$ cat config.mk
export PLATFORM = sky130hd
export DESIGN_NAME = vga_timing_monitor
export DESIGN_NICKNAME = d
export VERILOG_FILES = /design/src/rtl/vga_timing_monitor.sv
export SDC_FILE = /design/constraint.sdc
export NUM_CORES = 1
export LEC_CHECK = 0
export CAP_MARGIN = 20
export CELL_PAD_IN_SITES_DETAIL_PLACEMENT = 0
export CELL_PAD_IN_SITES_GLOBAL_PLACEMENT = 1
export CORE_ASPECT_RATIO = 1.2
export CORE_MARGIN = 2
export CORE_UTILIZATION = 46
export DETAILED_ROUTE_END_ITERATION = 6
export HOLD_SLACK_MARGIN = 0.1
export MAX_ROUTING_LAYER = met4
export PLACE_DENSITY_LB_ADDON = 0.1
export SLEW_MARGIN = 0
export SYNTH_ARGS = -nofsm -noshare
export SYNTH_HDL_FRONTEND = slang
export SYNTH_SLANG_ARGS = --single-unit
$ cat constraint.sdc
create_clock -name clk -period 8 [get_ports clk]
set_input_delay 1.6 -clock clk [delete_from_list [all_inputs] [get_ports clk]]
set_output_delay 1.6 -clock clk [all_outputs]
set_load 0.01 [all_outputs]
$ cat src/rtl/vga_timing_monitor.sv
// Receive-side VGA timing checker: measures incoming hsync/vsync, locks onto the
// expected raster and reconstructs pixel coordinates and display enable.
module vga_timing_monitor #(
    parameter int H_TOTAL     = 800,
    parameter int H_PW        = 96,
    parameter int H_BP        = 48,
    parameter int H_DISP      = 640,
    parameter int V_TOTAL     = 525,
    parameter int V_PW        = 2,
    parameter int V_BP        = 33,
    parameter int V_DISP      = 480,
    parameter int LOCK_FRAMES = 2
) (
    input  logic        clk,
    input  logic        rst_n,
    input  logic        hsync_in,
    input  logic        vsync_in,
    output logic        locked,
    output logic [10:0] x,
    output logic [10:0] y,
    output logic        de,
    output logic [10:0] line_len,
    output logic [10:0] frame_lines,
    output logic        frame_start,
    output logic        err_hlen,
    output logic        err_hpw,
    output logic        err_vlen
);

    typedef enum logic [1:0] {SEARCH, ACQUIRE, LOCKED} state_t;

    localparam logic [10:0] CNT_MAX = 11'h7FF;
    localparam logic [10:0] H_TOT   = 11'(H_TOTAL);
    localparam logic [10:0] H_PWL   = 11'(H_PW);
    localparam logic [10:0] V_TOT   = 11'(V_TOTAL);
    localparam logic [10:0] H_OFS   = 11'(H_PW + H_BP);
    localparam logic [10:0] H_END   = 11'(H_PW + H_BP + H_DISP);
    localparam logic [10:0] V_OFS   = 11'(V_PW + V_BP);
    localparam logic [10:0] V_END   = 11'(V_PW + V_BP + V_DISP);
    localparam logic [7:0]  LOCK_N  = 8'(LOCK_FRAMES);

    state_t      state, state_n;
    logic [7:0]  good, good_n;
    logic        hs_s1, hs_s2, vs_s1, vs_s2;
    logic        hfall, hrise, vfall;
    logic        vpend;
    logic [10:0] h_cnt, v_cnt, hpw_cnt;
    logic [10:0] h_next, v_next;
    logic        checks_on, boundary;
    logic        hlen_bad, hpw_bad, vlen_bad, err_now, err_q;

    // Edge strobes are registered, so hfall is seen one cycle after the first
    // low sample in s1 and all counters act on that registered strobe.
    always_ff @(posedge clk or negedge rst_n) begin
        if (!rst_n) begin
            hs_s1 <= 1'b1;
            hs_s2 <= 1'b1;
            vs_s1 <= 1'b1;
            vs_s2 <= 1'b1;
            hfall <= 1'b0;
            hrise <= 1'b0;
            vfall <= 1'b0;
        end else begin
            // NOTE: sequential state uses non-blocking assignments so every
            // register samples the pre-edge value of its neighbours.
            hs_s1 <= hsync_in;
            hs_s2 <= hs_s1;
            vs_s1 <= vsync_in;
            vs_s2 <= vs_s1;
            hfall <= hs_s2 & ~hs_s1;
            hrise <= ~hs_s2 & hs_s1;
            vfall <= vs_s2 & ~vs_s1;
        end
    end

    assign h_next    = h_cnt + 11'd1;
    assign v_next    = v_cnt + 11'd1;
    assign checks_on = (state != SEARCH);
    assign boundary  = hfall & (vpend | vfall);

    // Watchdog fires on the step into saturation, so a stuck hsync pulses once.
    assign hlen_bad = checks_on & ((hfall & (h_next != H_TOT)) |
                                   (~hfall & (h_cnt == CNT_MAX - 11'd1)));
    assign hpw_bad  = checks_on & hrise & (hpw_cnt != H_PWL);
    assign vlen_bad = checks_on & boundary & (v_next != V_TOT);
    assign err_now  = hlen_bad | hpw_bad | vlen_bad;
    assign err_q    = err_hlen | err_hpw | err_vlen;

    always_ff @(posedge clk or negedge rst_n) begin
        if (!rst_n) begin
            h_cnt       <= '0;
            v_cnt       <= '0;
            hpw_cnt     <= '0;
            vpend       <= 1'b0;
            line_len    <= '0;
            frame_lines <= '0;
        end else begin
            if (hfall) begin
                line_len <= h_next;
                h_cnt    <= '0;
            end else if (h_cnt != CNT_MAX) begin
                h_cnt <= h_next;
            end

            if (hfall) begin
                hpw_cnt <= 11'd1;
            end else if (!hs_s2 && hpw_cnt != CNT_MAX) begin
                hpw_cnt <= hpw_cnt + 11'd1;
            end

            if (boundary) begin
                frame_lines <= v_next;
                v_cnt       <= '0;
                vpend       <= 1'b0;
            end else begin
                if (vfall) begin
                    vpend <= 1'b1;
                end
                if (hfall && v_cnt != CNT_MAX) begin
                    v_cnt <= v_next;
                end
            end
        end
    end

    always_ff @(posedge clk or negedge rst_n) begin
        if (!rst_n) begin
            err_hlen    <= 1'b0;
            err_hpw     <= 1'b0;
            err_vlen    <= 1'b0;
            frame_start <= 1'b0;
            state       <= SEARCH;
            good        <= '0;
        end else begin
            err_hlen    <= hlen_bad;
            err_hpw     <= hpw_bad;
            err_vlen    <= vlen_bad;
            frame_start <= boundary;
            state       <= state_n;
            good        <= good_n;
        end
    end

    // A registered error pulse drops the lock one cycle later; an error seen in
    // the boundary cycle itself blocks the good-frame count.
    always_comb begin
        // NOTE: defaults first so every path assigns and no latch is inferred.
        state_n = state;
        good_n  = good;
        unique case (state)
            SEARCH: begin
                if (boundary) begin
                    state_n = ACQUIRE;
                    good_n  = '0;
                end
            end
            ACQUIRE: begin
                if (err_q) begin
                    state_n = SEARCH;
                end else if (boundary && !err_now) begin
                    good_n = good + 8'd1;
                    if (good_n == LOCK_N) begin
                        state_n = LOCKED;
                    end
                end
            end
            LOCKED: begin
                if (err_q) begin
                    state_n = SEARCH;
                end
            end
            default: state_n = SEARCH;
        endcase
    end

    assign locked = (state == LOCKED);
    assign x      = locked ? (h_cnt - H_OFS) : '0;
    assign y      = locked ? (v_cnt - V_OFS) : '0;
    assign de     = locked && (h_cnt >= H_OFS) && (h_cnt < H_END) &&
                    (v_cnt >= V_OFS) && (v_cnt < V_END);

endmodule

After elaboration in Yosys (flattened, before gate mapping):

Cells that the tools add are included.

* flip-flop bits (word level): 77
* input bits: 4
* output and inout port bits: 50
* logic and storage cells: 104

* add/sub/neg operators: 6
* order comparisons: 4
* equality and inequality tests: 16
* multiplexer cells: 20
* bitwise operators: 21
* reduce and logical (&&, ||, !) cells: 18

Operators with widths (number)
* $mux W11: 8
* $add A11 B1 Y11 const B: 3
* $ne A11 B11 Y1 const B: 3
* $mux W8: 3
* $lt A11 B10 Y1 const B: 2
* $ne A11 B10 Y1 const B: 2
* $pmux W8 S2: 1
* $reduce_bool A2 Y1: 6
* $and A1 B1 Y1: 11
* $eq A11 B11 Y1 const B: 1
* $ge A11 B6 Y1 const B: 1
* $ge A11 B8 Y1 const B: 1
* $ne A11 B7 Y1 const B: 1
* $sub A11 B6 Y11 const B: 1
* $sub A11 B8 Y11 const B: 1
* $mux W2: 5
* $add A8 B1 Y8 const B: 1
* $eq A8 B2 Y1 const B: 1
* $reduce_and A4 Y1: 2
* $logic_and A1 B1 Y1: 7
* $ne A2 B2 Y1 const B: 3
* $ne A3 B3 Y1 const B: 2
* $or A1 B1 Y1: 6
* $pmux W2 S3: 1
* other kinds (7): 12

Depth between registers and ports, before layout:

* word-level depth: 12
* mapped depth: 10
* depth with buffers taken out: 9

Worst setup path after synthesis:

Ideal clock, no wire load.

* kind: register -> output
* start point: reg v_cnt[2]
* end point: out y[9]
* data arrival time: 1.835 ns
* data required time: 6.400 ns
* setup slack: 4.565 ns
* stages on the path, launching flop included: 6
* buffers on the path: 1
* cells stage by stage: dfrtp_1 buf_4 or4_1 and2_1 or3_1 a21oi_1

* cells in the longest elaborated chain, start to end: 2

Ends and longest elaborated chain
* from (decl): RTL line 47 `logic [10:0] h_cnt, v_cnt, hpw_cnt;`
* from (signal assigned): RTL line 120 `v_cnt <= v_next;`
* $sub A11 B6 Y11: RTL line 178 `assign y = locked ? (v_cnt - V_OFS) : '0;`
* $mux W11: RTL line 178
* to (decl): RTL line 20 `output logic [10:0] y,`

No other way between the ends.

Worst setup path after layout:

* start point: reg v_cnt[0]
* end point: out y[9]

Same word-level chain as after synthesis.

==> run summary <==
htree depth = 3
Clock transition at path regs = 0.08 ns
count leader, synth = dfrtp_1
FF+latch count, synth = 77
Final Hold Fails = 0
CP required = 6.40 ns
Synth top area share = 0.421
DRC = 0
largest cells by area after synthesis = dfrtp_1 (42%), nor2_1 (6.1%), xnor2_1 (5.2%), nand2_1 (4.1%), xor2_1 (4.0%)
Area Growth Syn to Fin = 17.3%
initial core utilization = 0.476
Post-CTS Setup Inserts = 0
# diodes = 0
Layout Cells excl Fill = 644
core box area = 0.00913 mm2
Worst-Skew Late Latency = 0.37 ns
Slew headroom = 0.334
Reg2Reg Depth = 8
first-pass GRT wire length = 16,700 um
CTS hold repair buffers = 0
Final min period = 4.41 ns
CTS root buf = clkbuf_8
commonest cells in the netlist = dfrtp_1 (73), nor2_1 (71), nand2_1 (48), a21oi_1 (28), xnor2_1 (26)
Worst-Margin Slew = 1.00 ns
CTS Buffer Depth = 2
final RePlAce weighted congestion = 0.854
Main synth FF type = dfrtp_1
number of global-route vias before repair = 3,397
Startpoint Class = flip-flop
die footprint = 0.0102 mm2
data arrival time of the critical path = 2.81 ns
Routed Antenna Nets = 0
pin count of the biggest net entering global routing = 78
Pwr Density = 214 mW/mm2
crit end category = output port
DIE HEIGHT = 110 um
library cells used by synthesis = 58
wire length per cell = 15.4 um
All-Layer GR Usage = 0.208
CTS resizes = 0
Slew Viols, Final = 0
hold path start = vs_s1
RSZ-0062 raised after global routing = no
Finish-stage setup viols = 0
Inst Count DP = 629
Final #Nets = 536
fraction of layout cells with a size suffix above 1 = 0.0649
Yosys warnings = 0
LEAKAGE = 2.23 nW
outcome = completed
via count = 3,448
CTS tree = built
Max VDD drop = 0.163 mV
Final Skew = 0.00974 ns
number of DRC markers in iteration 0 = 140
number of flops mapped to enable cells by yosys = 0
crit-path max FO = 8
initial antenna violation count = 0
Post-Syn Instances = 485
FF-to-FF Start = h_cnt[1]
Overflow after GRT = 0
HP Class = reg2reg
Crit Path Class = reg2out
Die Wd = 92.7 um
PortBufs = 53
worst reg2reg endpoint = good[2]
final wirelength = 9900 um
hold_ws = 0.370 ns
r2r setup slk = 4.54 ns
Synth area leader = dfrtp_1
fmax = 227 MHz
Final period util = 0.551
ys async rst share = 1.00
syn_area_per_cell = 8.95 um2
Pre-antenna DRT Iters = 4
IO Count = 54
Worst Setup SP = v_cnt[0]
setup_tns = 0 ns
Worst Setup EP = y[9]
syn nets = 501
sequential cell area fraction in the yosys report = 0.445
clock buffer count from CTS = 9
hpwl dp = 6890 um
cell row count = 38
clock sinks = 77
max cap viols = 0
vias per cell = 5.35
synthesized area = 0.00434 mm2
-- cell families after synthesis --
| kind of cell | after synthesis | synth area share |
|---|---|---|
| AOI/OAI and AO/OA | 89 | 0.132 |
| xor gates and xnor gates | 46 | 0.0928 |
| adders and majority gates | 12 | 0.0346 |
| buffers and inverters | 54 | 0.0548 |
| DFF | 77 | 0.445 |
| muxes | 4 | 0.00951 |
| and+or+nand+nor | 203 | 0.231 |
-- how the worst min path moves through the flow --
stage / to / slack (ns) / depth (start not counted)
after CTS: vs_s2 / 0.37 / 0
final: vs_s2 / 0.37 / 0
after detailed placement: vs_s2 / 0.36 / 0
after global placement: vs_s2 / 0.36 / 0
after global routing: vs_s2 / 0.38 / 0
after floorplan: vs_s2 / 0.35 / 0
-- sequential cells by signal, indices dropped and copies added, names as in the netlist --
register and flops:
err_hlen 1, err_hpw 1, err_vlen 1, frame_lines 11, frame_start 1, good 8, h_cnt 11, hfall 1
hpw_cnt 11, hrise 1, hs_s1 1, hs_s2 1, line_len 11, state 2, v_cnt 11, vfall 1
vpend 1, vs_s1 1, vs_s2 1
-- through the flow --
stage | util | instance area, um2 | total power [mW] | setup slack [ns]
after global routing | 0.558 | 5090 | 1.15 | 3.47
after global placement | 0.535 | 4880 | 0.766 | 4.04
after floorplan | - | 4340 | 0.680 | 4.57
after detailed placement | 0.535 | 4880 | 0.770 | 4.01
final | 0.558 | 5090 | 1.09 | 3.59
after CTS | 0.558 | 5090 | 1.10 | 3.60
-- where the power goes --
group	switching [mW]	total [mW]	internal, mW
combinational	0.140	0.253	0.113
clock	0.152	0.326	0.174
sequential	0.0718	0.510	0.438
-- worst max-delay path, stage by stage (launching register included) --
cell and delay, ns:
dfrtp_1 0.48, and2_1 0.22, or4_1 0.48, and2_1 0.23, or3_1 0.31, a21oi_1 0.15
clkdlybuf4s50_1 0.57
-- per-layer routing --
| metal | track usage | routed length [um] | up-vias |
|---|---|---|---|
| met1 | 0.279 | 4610 | 1619 |
| met2 | 0.319 | 4740 | 79 |
| met4 | 0.0824 | 212 | 0 |
| li1 | - | - | 1731 |
| met3 | 0.0321 | 338 | 19 |
| met5 | - | 0 | - |
-- cell usage in the layout, fill, tap and decap left out, types with 10 or more instances in the layout --
master / netlist / routed
a21oi_1: 28 / 28
and2_1: 12 / 12
clkdlybuf4s50_1: 0 / 52
dfrtp_1: 73 / 73
ha_1: 12 / 12
inv_1: 21 / 21
nand2_1: 48 / 48
nor2_1: 71 / 71
nor3_1: 12 / 12
o21ai_0: 21 / 21
or3_1: 10 / 10
xnor2_1: 26 / 26
xor2_1: 20 / 20
-- cell type report --
type,instances,area [um2]
multi-input combinational,354,2170
fill,877,4030
clock inverter,6,87.6
sequential,77,1930
timing repair buffer,55,543
tap,120,150
clock buffer,9,124
inverter,23,86.3
Note: power is estimated with default switching activity, not from simulation.
